===== src/rtl/cpu_pkg.sv =====
// Shared CPU definitions: opcode constants, sequencer state encoding and IR field positions.
// Used by the control sequencer, the datapath and the benches.
package cpu_pkg;

    localparam int IR_OP_HI = 31;
    localparam int IR_OP_LO = 27;
    localparam int IR_RA_HI = 26;
    localparam int IR_RA_LO = 23;
    localparam int IR_RB_HI = 22;
    localparam int IR_RB_LO = 19;
    localparam int IR_RC_HI = 18;
    localparam int IR_RC_LO = 15;
    localparam int IR_C_HI  = 18;

    localparam logic [4:0] ld_opcode   = 5'b00000;
    localparam logic [4:0] ldi_opcode  = 5'b00001;
    localparam logic [4:0] st_opcode   = 5'b00010;
    localparam logic [4:0] add_opcode  = 5'b00011;
    localparam logic [4:0] sub_opcode  = 5'b00100;
    localparam logic [4:0] and_opcode  = 5'b00101;
    localparam logic [4:0] or_opcode   = 5'b00110;
    localparam logic [4:0] ror_opcode  = 5'b00111;
    localparam logic [4:0] rol_opcode  = 5'b01000;
    localparam logic [4:0] shr_opcode  = 5'b01001;
    localparam logic [4:0] shra_opcode = 5'b01010;
    localparam logic [4:0] shl_opcode  = 5'b01011;
    localparam logic [4:0] addi_opcode = 5'b01100;
    localparam logic [4:0] andi_opcode = 5'b01101;
    localparam logic [4:0] ori_opcode  = 5'b01110;
    localparam logic [4:0] div_opcode  = 5'b01111;
    localparam logic [4:0] mul_opcode  = 5'b10000;
    localparam logic [4:0] neg_opcode  = 5'b10001;
    localparam logic [4:0] not_opcode  = 5'b10010;

    typedef enum logic [3:0] {
        ST_IDLE = 4'd0,
        ST_T0   = 4'd1,
        ST_T1   = 4'd2,
        ST_T2   = 4'd3,
        ST_T3   = 4'd4,
        ST_T4   = 4'd5,
        ST_T5   = 4'd6,
        ST_T6   = 4'd7,
        ST_HALT = 4'd8
    } state_t;

    typedef enum logic [2:0] {
        CLS_RTYPE,
        CLS_IMM,
        CLS_UNARY,
        CLS_MULDIV,
        CLS_ILLEGAL
    } instr_class_t;

    function automatic instr_class_t classify(input logic [4:0] op);
        if (op >= add_opcode && op <= shl_opcode)
            return CLS_RTYPE;
        else if (op >= addi_opcode && op <= ori_opcode)
            return CLS_IMM;
        else if (op == mul_opcode || op == div_opcode)
            return CLS_MULDIV;
        else if (op == neg_opcode || op == not_opcode)
            return CLS_UNARY;
        else
            return CLS_ILLEGAL;
    endfunction

    // Immediate forms reuse the ALU function of their register-register counterpart.
    function automatic logic [4:0] imm_alu_code(input logic [4:0] op);
        case (op)
            andi_opcode: return and_opcode;
            ori_opcode:  return or_opcode;
            default:     return add_opcode;
        endcase
    endfunction

endpackage


===== src/rtl/control_sequencer_reg_select_decoder.sv =====
// Turns a 4-bit register field into a one-hot enable vector; all zero when disabled
// or when the field addresses a register that does not exist.
module reg_select_decoder #(
    parameter int NUM_REGS = 16
) (
    input  logic [3:0]          sel,
    input  logic                en,
    output logic [NUM_REGS-1:0] onehot
);

    always_comb begin
        onehot = '0;
        if (en && (int'(sel) < NUM_REGS))
            onehot[sel] = 1'b1;
    end

endmodule


===== src/rtl/control_sequencer.sv =====
// Moore control unit: fetches PC->MAR->MDR->IR, decodes IR and steps the datapath
// through the ALU execute phases, one micro-step per clock.
module control_sequencer
    import cpu_pkg::*;
#(
    parameter int NUM_REGS = 16,
    parameter int OPW      = 5,
    parameter int CW       = 19
) (
    input  logic                clk,
    input  logic                clr,
    input  logic                run,
    input  logic [31:0]         ir,
    output logic                pc_out,
    output logic                mdr_out,
    output logic                zlo_out,
    output logic                zhi_out,
    output logic                c_out,
    output logic                mar_enable,
    output logic                mdr_enable,
    output logic                ir_enable,
    output logic                y_enable,
    output logic                z_enable,
    output logic                pc_enable,
    output logic                pc_increment,
    output logic                read,
    output logic                lo_enable,
    output logic                hi_enable,
    output logic [NUM_REGS-1:0] reg_in,
    output logic [NUM_REGS-1:0] reg_out,
    output logic [OPW-1:0]      op_code,
    output logic [31:0]         c_sign_ext,
    output logic                instr_done,
    output logic                illegal,
    output state_t              state
);

    state_t       state_next;
    instr_class_t cls;
    logic [4:0]   opcode;
    logic [3:0]   ra, rb, rc;
    logic         in_en, out_en;
    logic [3:0]   in_sel, out_sel;

    assign opcode = ir[IR_OP_HI:IR_OP_LO];
    assign ra     = ir[IR_RA_HI:IR_RA_LO];
    assign rb     = ir[IR_RB_HI:IR_RB_LO];
    assign rc     = ir[IR_RC_HI:IR_RC_LO];
    assign cls    = classify(opcode);

    assign c_sign_ext = {{(32-CW){ir[CW-1]}}, ir[CW-1:0]};

    always_ff @(posedge clk) begin
        if (clr)
            state <= ST_IDLE;
        else
            state <= state_next;
    end

    always_ff @(posedge clk) begin
        if (clr)
            illegal <= 1'b0;
        else if (state == ST_T3 && cls == CLS_ILLEGAL)
            illegal <= 1'b1;
    end

    always_comb begin
        state_next = state;
        case (state)
            ST_IDLE: state_next = run ? ST_T0 : ST_IDLE;
            ST_T0:   state_next = ST_T1;
            ST_T1:   state_next = ST_T2;
            ST_T2:   state_next = ST_T3;
            ST_T3:   state_next = (cls == CLS_ILLEGAL) ? ST_HALT : ST_T4;
            ST_T4: begin
                if (cls == CLS_UNARY)
                    state_next = run ? ST_T0 : ST_IDLE;
                else
                    state_next = ST_T5;
            end
            ST_T5: begin
                if (cls == CLS_MULDIV)
                    state_next = ST_T6;
                else
                    state_next = run ? ST_T0 : ST_IDLE;
            end
            ST_T6:   state_next = run ? ST_T0 : ST_IDLE;
            ST_HALT: state_next = ST_HALT;
            default: state_next = ST_IDLE;
        endcase
    end

    always_comb begin
        pc_out       = 1'b0;
        mdr_out      = 1'b0;
        zlo_out      = 1'b0;
        zhi_out      = 1'b0;
        c_out        = 1'b0;
        mar_enable   = 1'b0;
        mdr_enable   = 1'b0;
        ir_enable    = 1'b0;
        y_enable     = 1'b0;
        z_enable     = 1'b0;
        pc_enable    = 1'b0;
        pc_increment = 1'b0;
        read         = 1'b0;
        lo_enable    = 1'b0;
        hi_enable    = 1'b0;
        op_code      = '0;
        instr_done   = 1'b0;
        in_en        = 1'b0;
        in_sel       = '0;
        out_en       = 1'b0;
        out_sel      = '0;
        case (state)
            ST_T0: begin
                pc_out       = 1'b1;
                mar_enable   = 1'b1;
                pc_increment = 1'b1;
            end
            ST_T1: begin
                read       = 1'b1;
                mdr_enable = 1'b1;
            end
            ST_T2: begin
                mdr_out   = 1'b1;
                ir_enable = 1'b1;
            end
            ST_T3: begin
                case (cls)
                    CLS_RTYPE, CLS_IMM: begin
                        out_en   = 1'b1;
                        out_sel  = rb;
                        y_enable = 1'b1;
                    end
                    CLS_UNARY: begin
                        out_en   = 1'b1;
                        out_sel  = rb;
                        op_code  = OPW'(opcode);
                        z_enable = 1'b1;
                    end
                    CLS_MULDIV: begin
                        out_en   = 1'b1;
                        out_sel  = ra;
                        y_enable = 1'b1;
                    end
                    default: ;
                endcase
            end
            ST_T4: begin
                case (cls)
                    CLS_RTYPE: begin
                        out_en   = 1'b1;
                        out_sel  = rc;
                        op_code  = OPW'(opcode);
                        z_enable = 1'b1;
                    end
                    CLS_IMM: begin
                        c_out    = 1'b1;
                        op_code  = OPW'(imm_alu_code(opcode));
                        z_enable = 1'b1;
                    end
                    CLS_UNARY: begin
                        zlo_out    = 1'b1;
                        in_en      = 1'b1;
                        in_sel     = ra;
                        instr_done = 1'b1;
                    end
                    CLS_MULDIV: begin
                        out_en   = 1'b1;
                        out_sel  = rb;
                        op_code  = OPW'(opcode);
                        z_enable = 1'b1;
                    end
                    default: ;
                endcase
            end
            ST_T5: begin
                if (cls == CLS_MULDIV) begin
                    zlo_out   = 1'b1;
                    lo_enable = 1'b1;
                end else begin
                    zlo_out    = 1'b1;
                    in_en      = 1'b1;
                    in_sel     = ra;
                    instr_done = 1'b1;
                end
            end
            ST_T6: begin
                zhi_out    = 1'b1;
                hi_enable  = 1'b1;
                instr_done = 1'b1;
            end
            default: ;
        endcase
    end

    reg_select_decoder #(.NUM_REGS(NUM_REGS)) u_reg_in_dec (
        .sel    (in_sel),
        .en     (in_en),
        .onehot (reg_in)
    );

    reg_select_decoder #(.NUM_REGS(NUM_REGS)) u_reg_out_dec (
        .sel    (out_sel),
        .en     (out_en),
        .onehot (reg_out)
    );

endmodule


===== config.mk =====
export PLATFORM = sky130hd
export DESIGN_NAME = control_sequencer
export DESIGN_NICKNAME = d
export VERILOG_FILES = /design/src/rtl/cpu_pkg.sv /design/src/rtl/control_sequencer_reg_select_decoder.sv /design/src/rtl/control_sequencer.sv
export SDC_FILE = /design/constraint.sdc
export NUM_CORES = 1
export LEC_CHECK = 0
export CAP_MARGIN = 5
export CORE_MARGIN = 8
export CORE_UTILIZATION = 31
export CTS_CLUSTER_DIAMETER = 200
export CTS_CLUSTER_SIZE = 8
export DETAILED_ROUTE_END_ITERATION = 10
export PLACE_DENSITY = 0.92
export SETUP_SLACK_MARGIN = 0.3
export SLEW_MARGIN = 40
export SYNTH_ARGS = -nofsm -noshare
export SYNTH_HDL_FRONTEND = slang
export SYNTH_SLANG_ARGS = --single-unit

===== constraint.sdc =====
create_clock -name clk -period 3.05 [get_ports clk]
set_input_delay 0.61 -clock clk [delete_from_list [all_inputs] [get_ports clk]]
set_output_delay 0.61 -clock clk [all_outputs]
set_load 0.005 [all_outputs]

After elaboration in Yosys (flattened, before gate mapping)
Index checks and enable logic that the tools add are counted.

word-level totals
  bits in writable memories = 0
  bits in read-only memories = 0
  bits of input ports = 35
  register bits = 5
  logic and storage cells = 86
  memories kept = 0
  bits in latches = 0

cells by class
  $add $sub $neg = 0
  div/mod/pow operators = 0
  multiplexer cells = 44
  equality and inequality tests = 18
  shifts and indexed selects = 0
  reduce and logical (&&, ||, !) cells = 14
  order comparisons = 8
  bitwise gates (word level) = 0
  $mul = 0

operator list
  kind                                                             count
  two-way mux 16 bit                                               2
  case mux 4 bit (2 select lines)                                  4
  case mux 4 bit (8 select lines)                                  1
  case mux 5 bit (2 select lines)                                  2
  two-way mux 3 bit                                                6
  two-way mux 1 bit                                                17
  equality test 4 x 3 -> 1 bit (second input constant)             4
  equality test 5 x 4 -> 1 bit (second input constant)             3
  equality test 5 bit (second input constant)                      3
  two-way mux 4 bit                                                3
  less-or-equal comparator 5 x 4 -> 1 bit (second input constant)  2
  less-than comparator 4 x 5 -> 1 bit (second input constant)      2
  demux 1 bit (select 4 bit)                                       2
  equality test 4 x 2 -> 1 bit (second input constant)             2
  >= comparator 4 x 1 -> 1 bit (second input constant)             2
  case mux 1 bit (2 select lines)                                  4
  equality test 3 x 2 -> 1 bit (second input constant)             2
  case mux 3 bit (2 select lines)                                  1
  OR reduction 3 bit                                               2
  >= comparator 5 x 2 -> 1 bit (second input constant)             1
  >= comparator 5 x 4 -> 1 bit (second input constant)             1
  logical AND 1 bit                                                5
  two-way mux 5 bit                                                1
  equality test 4 x 1 -> 1 bit (second input constant)             1
  other kinds (9)                                                  11

Longest topological paths before layout
  depth in word-level cells = 15
  gate-level depth with buffers = 7

By module
A second synthesis with hierarchy kept.

second synthesis, totals
  cell total of the unflattened synthesis = 188
  area total of the unflattened synthesis = 1296.2 um^2

by module, submodules not included
  module                               seq. area each (um^2)  instances  cells each  area an instance (um^2)
  control_sequencer                    100.1                  1          142         1058.5
  reg_select_decoder at u_reg_in_dec   0.0                    1          23          120.1
  reg_select_decoder at u_reg_out_dec  0.0                    1          23          117.6

Least setup slack after synthesis
No wires, ideal clock.

  path kind = input port to output port
  from = input port ir[30]
  to = output port reg_in[8]
  data required time = 2.440 ns
  cell stages on the path = 6
  data arrival time = 2.358 ns
  slack = 0.082 ns
  buffers on the path = 1
  path through = clkbuf_2 -> or3b_4 -> or3b_4 -> a21oi_4 -> or4b_4 -> nor2_1

on the way
  cells in the longest elaborated chain, start to end = 14
  elaborated cells between the ends (all ways) = 30
  those cells by class = 6 x order compare; 6 x eq/ne; 13 x mux; 5 x reduce/logical

ends and longest elaborated chain
  item                                                                                                              line                                                RTL
  from (decl)                                                                                                       control_sequencer.sv:13                             input logic [31:0] ir,
  equality test 5 bit                                                                                               cpu_pkg.sv:62                                       else if (op == neg_opcode || op == not_opcode)
  logical OR 1 bit                                                                                                  cpu_pkg.sv:62
  two-way mux 3 bit                                                                                                 cpu_pkg.sv:62
  two-way mux 3 bit                                                                                                 cpu_pkg.sv:60                                       else if (op == mul_opcode || op == div_opcode)
  two-way mux 3 bit                                                                                                 cpu_pkg.sv:58                                       else if (op >= addi_opcode && op <= ori_opcode)
  two-way mux 3 bit *                                                                                               cpu_pkg.sv:56                                       if (op >= add_opcode && op <= shl_opcode)
  equality test 3 x 2 -> 1 bit, on equally long branches                                                            control_sequencer.sv:179, control_sequencer.sv:151
  two-way mux 4 bit, on equally long branches                                                                       control_sequencer.sv:179, control_sequencer.sv:151
  case mux 4 bit (2 select lines)                                                                                   control_sequencer.sv:115                            case (state)
  less-than comparator 4 x 5 -> 1 bit (implied by the code) / >= comparator 4 x 1 -> 1 bit (equally long branches)  control_sequencer_reg_select_decoder.sv:14          onehot[sel] = 1'b1;
  logical AND 1 bit (implied by the code)                                                                           control_sequencer_reg_select_decoder.sv:14
  two-way mux 1 bit (implied by the code)                                                                           control_sequencer_reg_select_decoder.sv:14
  demux 1 bit (select 4 bit)                                                                                        --
  two-way mux 16 bit *                                                                                              control_sequencer_reg_select_decoder.sv:13          if (en && (int'(sel) < NUM_REGS))
  to (decl)                                                                                                         control_sequencer.sv:29                             output logic [NUM_REGS-1:0] reg_in,

Mark *: on every way between the ends. The rest lies on a longest branch, timed or not.

Worst setup path after layout
  from = input port ir[30]
  to = output port reg_in[0]

Same word-level chain as after synthesis.

==> metrics.csv <==
stage,metric,value,unit
grt,met1 Track Usage GR,18.11,%
placement,Post-Place Setup Slack,-0.8248,ns
placement,Port-buffer cells,93,
setup_path,CP Capture Type,output pin,
detailed_routing,vias per cell,5.253,
die,Row Count,24,
timing,"Slew Viols, Final",0,
setup_path,"Buf+Inv Stages, Crit Path",3,
detailed_routing,Detail Route Antenna Nets,0,
timing,Max Clock Skew,0.001556,ns
synth,predominant post-synthesis flop cell,dfxtp_1,
setup_path,CP Launch Type,primary input,
grt,grt met3 use,3.939,%
grt,largest net degree at the start of global routing,13,
clocking,CTS sink count,5,
detailed_routing,via count,2059,
setup_path,"Worst Path Class, Setup",in -> out,
die,Core Box Area,0.004264,sq mm
grt,first-pass GRT wire length,9211,um
synth,register area share after synthesis,7.414,%
synth,"FFs w/ async S/R, synth",0,%
synth,Mapped Nets,235,
timing,final critical-path required period,3.118,ns
clocking,clock tree buffer depth,2,
synth,synthesized area per cell,6.750,sq um
die,Horiz. Die Dim,81.99,um
clocking,Num CTS Buffers,3,
clocking,"Reg clk slew, reported paths",0.03,ns
clocking,H-tree depth,1,
power,Power Density,173.8,mW/mm^2
finish,"commonest cells after routing, fill and taps aside","buf_4, clkdlybuf4s50_1, buf_2, nor2_1, buf_6",
placement,Cells after DPL,347,
grt,GRT Max-Usage Layer,met2,
setup_path,required time of the critical path,2.44,ns
die,initial core utilization,31.66,%
grt,grt total ovfl,0,
synth,post-synthesis register bit count,5,
finish,Final Util,67.96,%
placement,Post-Place Cell Area,0.002392,sq mm
clocking,CTS root buffer,clkbuf_8,
detailed_routing,total wire length,6908,um
detailed_routing,drt first-iter violations,73,
timing,RSZ-0062 raised after global routing,true,
detailed_routing,Pre-Repair DR Iteration Count,4,
timing,setup violators final,6,
power,VDD IR max,0.2635,mV
power,cell leakage power,1.358,nW
setup_path,Critical Path Fanout Max,3,
setup_path,crit path DAT,2.51,ns
synth,ranking of synthesized cells by area,"buf_4, nor2_1, dfxtp_1",
setup_path,worst path cell trace,buf_6 > or3b_4 > or3b_4 > a21oi_4 > or4b_4 > buf_6 > nor3_2 > buf_2,
clocking,worst skew pair latency,0.22,ns
finish,Final #Nets,376,
finish,area grow syn2layout,114.6,%
die,# IOs,125,
detailed_routing,Avg WL per Cell,17.62,um
synth,Yosys warnings,0,
placement,Placer Congestion,0.8786,
timing,Rel. slew slack,64.55,%
setup_path,crit-path max cell delay,0.51,ns
clocking,Hold Buf Count CTS,0,
synth,"EDFF count, synth",0,
clocking,CTS tree,yes,
synth,Synth top area share,21.69,%
finish,final std cells w/o fill,392,
grt,total track usage,16.93,%
timing,slew at the pin closest to its max-slew limit,0.5298,ns
flow_run,max-cap check violation count,0,
hold_path,HP Class,reg -> reg,
grt,met2 global-route usage,30.94,%
setup_path,cell family with most CP delay,simple AND/OR/NAND/NOR gates,
synth,leading area contributor after synthesis,buf_4,
finish,fillers,328,
finish,"most common cell after layout, fill and taps aside",buf_4,
placement,Detailed Place HPWL,4491,um
die,Die ar.,0.006722,sq mm
synth,Mapped Cells,200,
timing,Setup WS post-layout,-0.06793,ns
timing,final period utilization,102.2,%
grt,initial antenna violation count,0,
finish,Finished Cell Area,0.002898,sq mm
outcome,status,finished with violations,
die,Die Y-Extent,81.99,um
synth,mapped cell area,0.001350,sq mm
timing,max frequency,320.7,MHz
timing,Fin. Hold Viols,0,
finish,share of cells above drive strength 1,55.59,%
setup_path,Critical-path top delay cell,or4b_4,
grt,vias in the first global route,1994,
detailed_routing,DR DRC count,0,
synth,Yosys cell types,48,
finish,antenna diode count,0,
outcome,failing checks,negative setup slack,
[cell families after synthesis]
logic type / synth area share [%]
flip-flops: 7.415
multiplexers: 3.336
AND/OR/NAND/NOR: 34.85
buffers and inverters: 25.39
XOR/XNOR: 1.298
other: 0.2778
AO/OA/AOI/OAI: 27.43
[worst paths after layout]
path,start,endpoint,slack (ns),depth (start not counted)
min reg2reg,illegal,illegal,0.48,2
max,ir[30],reg_in[0],-0.07,8
max reg2reg,state[0],state[0],1.35,6
min,illegal,illegal,0.48,2
[tightest hold or removal path: stages (launching register included)]
cell and delay [ns]:
dfxtp_1 0.32, nor2_1 0.05, nor2_1 0.07
[registers in the layout, indices dropped and copies added, names as in the netlist]
signal   count
illegal      1
state        4
[synthesized netlist by cell type (all sizes together) (3+ instances only)]
library cell and instances:
or3 3, nand2 8, dfxtp 5, nor2 37, o211ai 4, inv 3
a32o 3, a21oi 12, nor3 12, nand2b 7, mux2 4, a211o 5
buf 42, or2 3, o21a 3, o21ai 5, a211oi 4, or3b 3
clkbuf 6
[cell type report]
cell class | count | area (sq um) | area share (%)
Timing Repair Buffer | 184 | 1510 | 52.12
Sequential cell | 5 | 101.3 | 3.497
Inverter | 3 | 11.26 | 0.3886
Tap cell | 52 | 65.06 | 2.245
Multi-Input combinational cell | 144 | 1165 | 40.20
Clock buffer | 4 | 45.04 | 1.554
[where the power goes]
group	internal (mW)	switching, mW	total, mW
Clock	0.0900	0.0354	0.125
Sequential	0.0716	0.0107	0.0823
Combinational	0.169	0.127	0.296
[routing by layer]
layer / vias to the layer above / share of wire, % / routed length (um)
met5: - / 0 / 0
met1: 984 / 36 / 2501
li1: 961 / - / -
met2: 104 / 53 / 3690
met3: 10 / 9.0 / 622
met4: 0 / 1.3 / 92
[repair_timing]
| action | 4_1_cts | 5_1_grt |
|---|---|---|
| pin swaps | 34 | 22 |
| resized for setup | 163 | 79 |
| setup buffers | 28 | 13 |
| endpoints found under the setup margin | 43 | 42 |
[stage by stage]
| stage | hold WS (ns) | setup TNS (ns) | total power [mW] |
|---|---|---|---|
| after CTS | 0.4804 | -1.271 | 0.4791 |
| after detailed placement | 0.4640 | -25.66 | 0.3300 |
| after global placement | 0.4584 | -23.71 | 0.3249 |
| after floorplan | 0.4650 | 0 | 0.2138 |
| after global routing | 0.5123 | -0.7172 | 0.5298 |
| final | 0.4761 | -0.2267 | 0.5036 |
No activity file was read; power rests on OpenSTA's default activity.
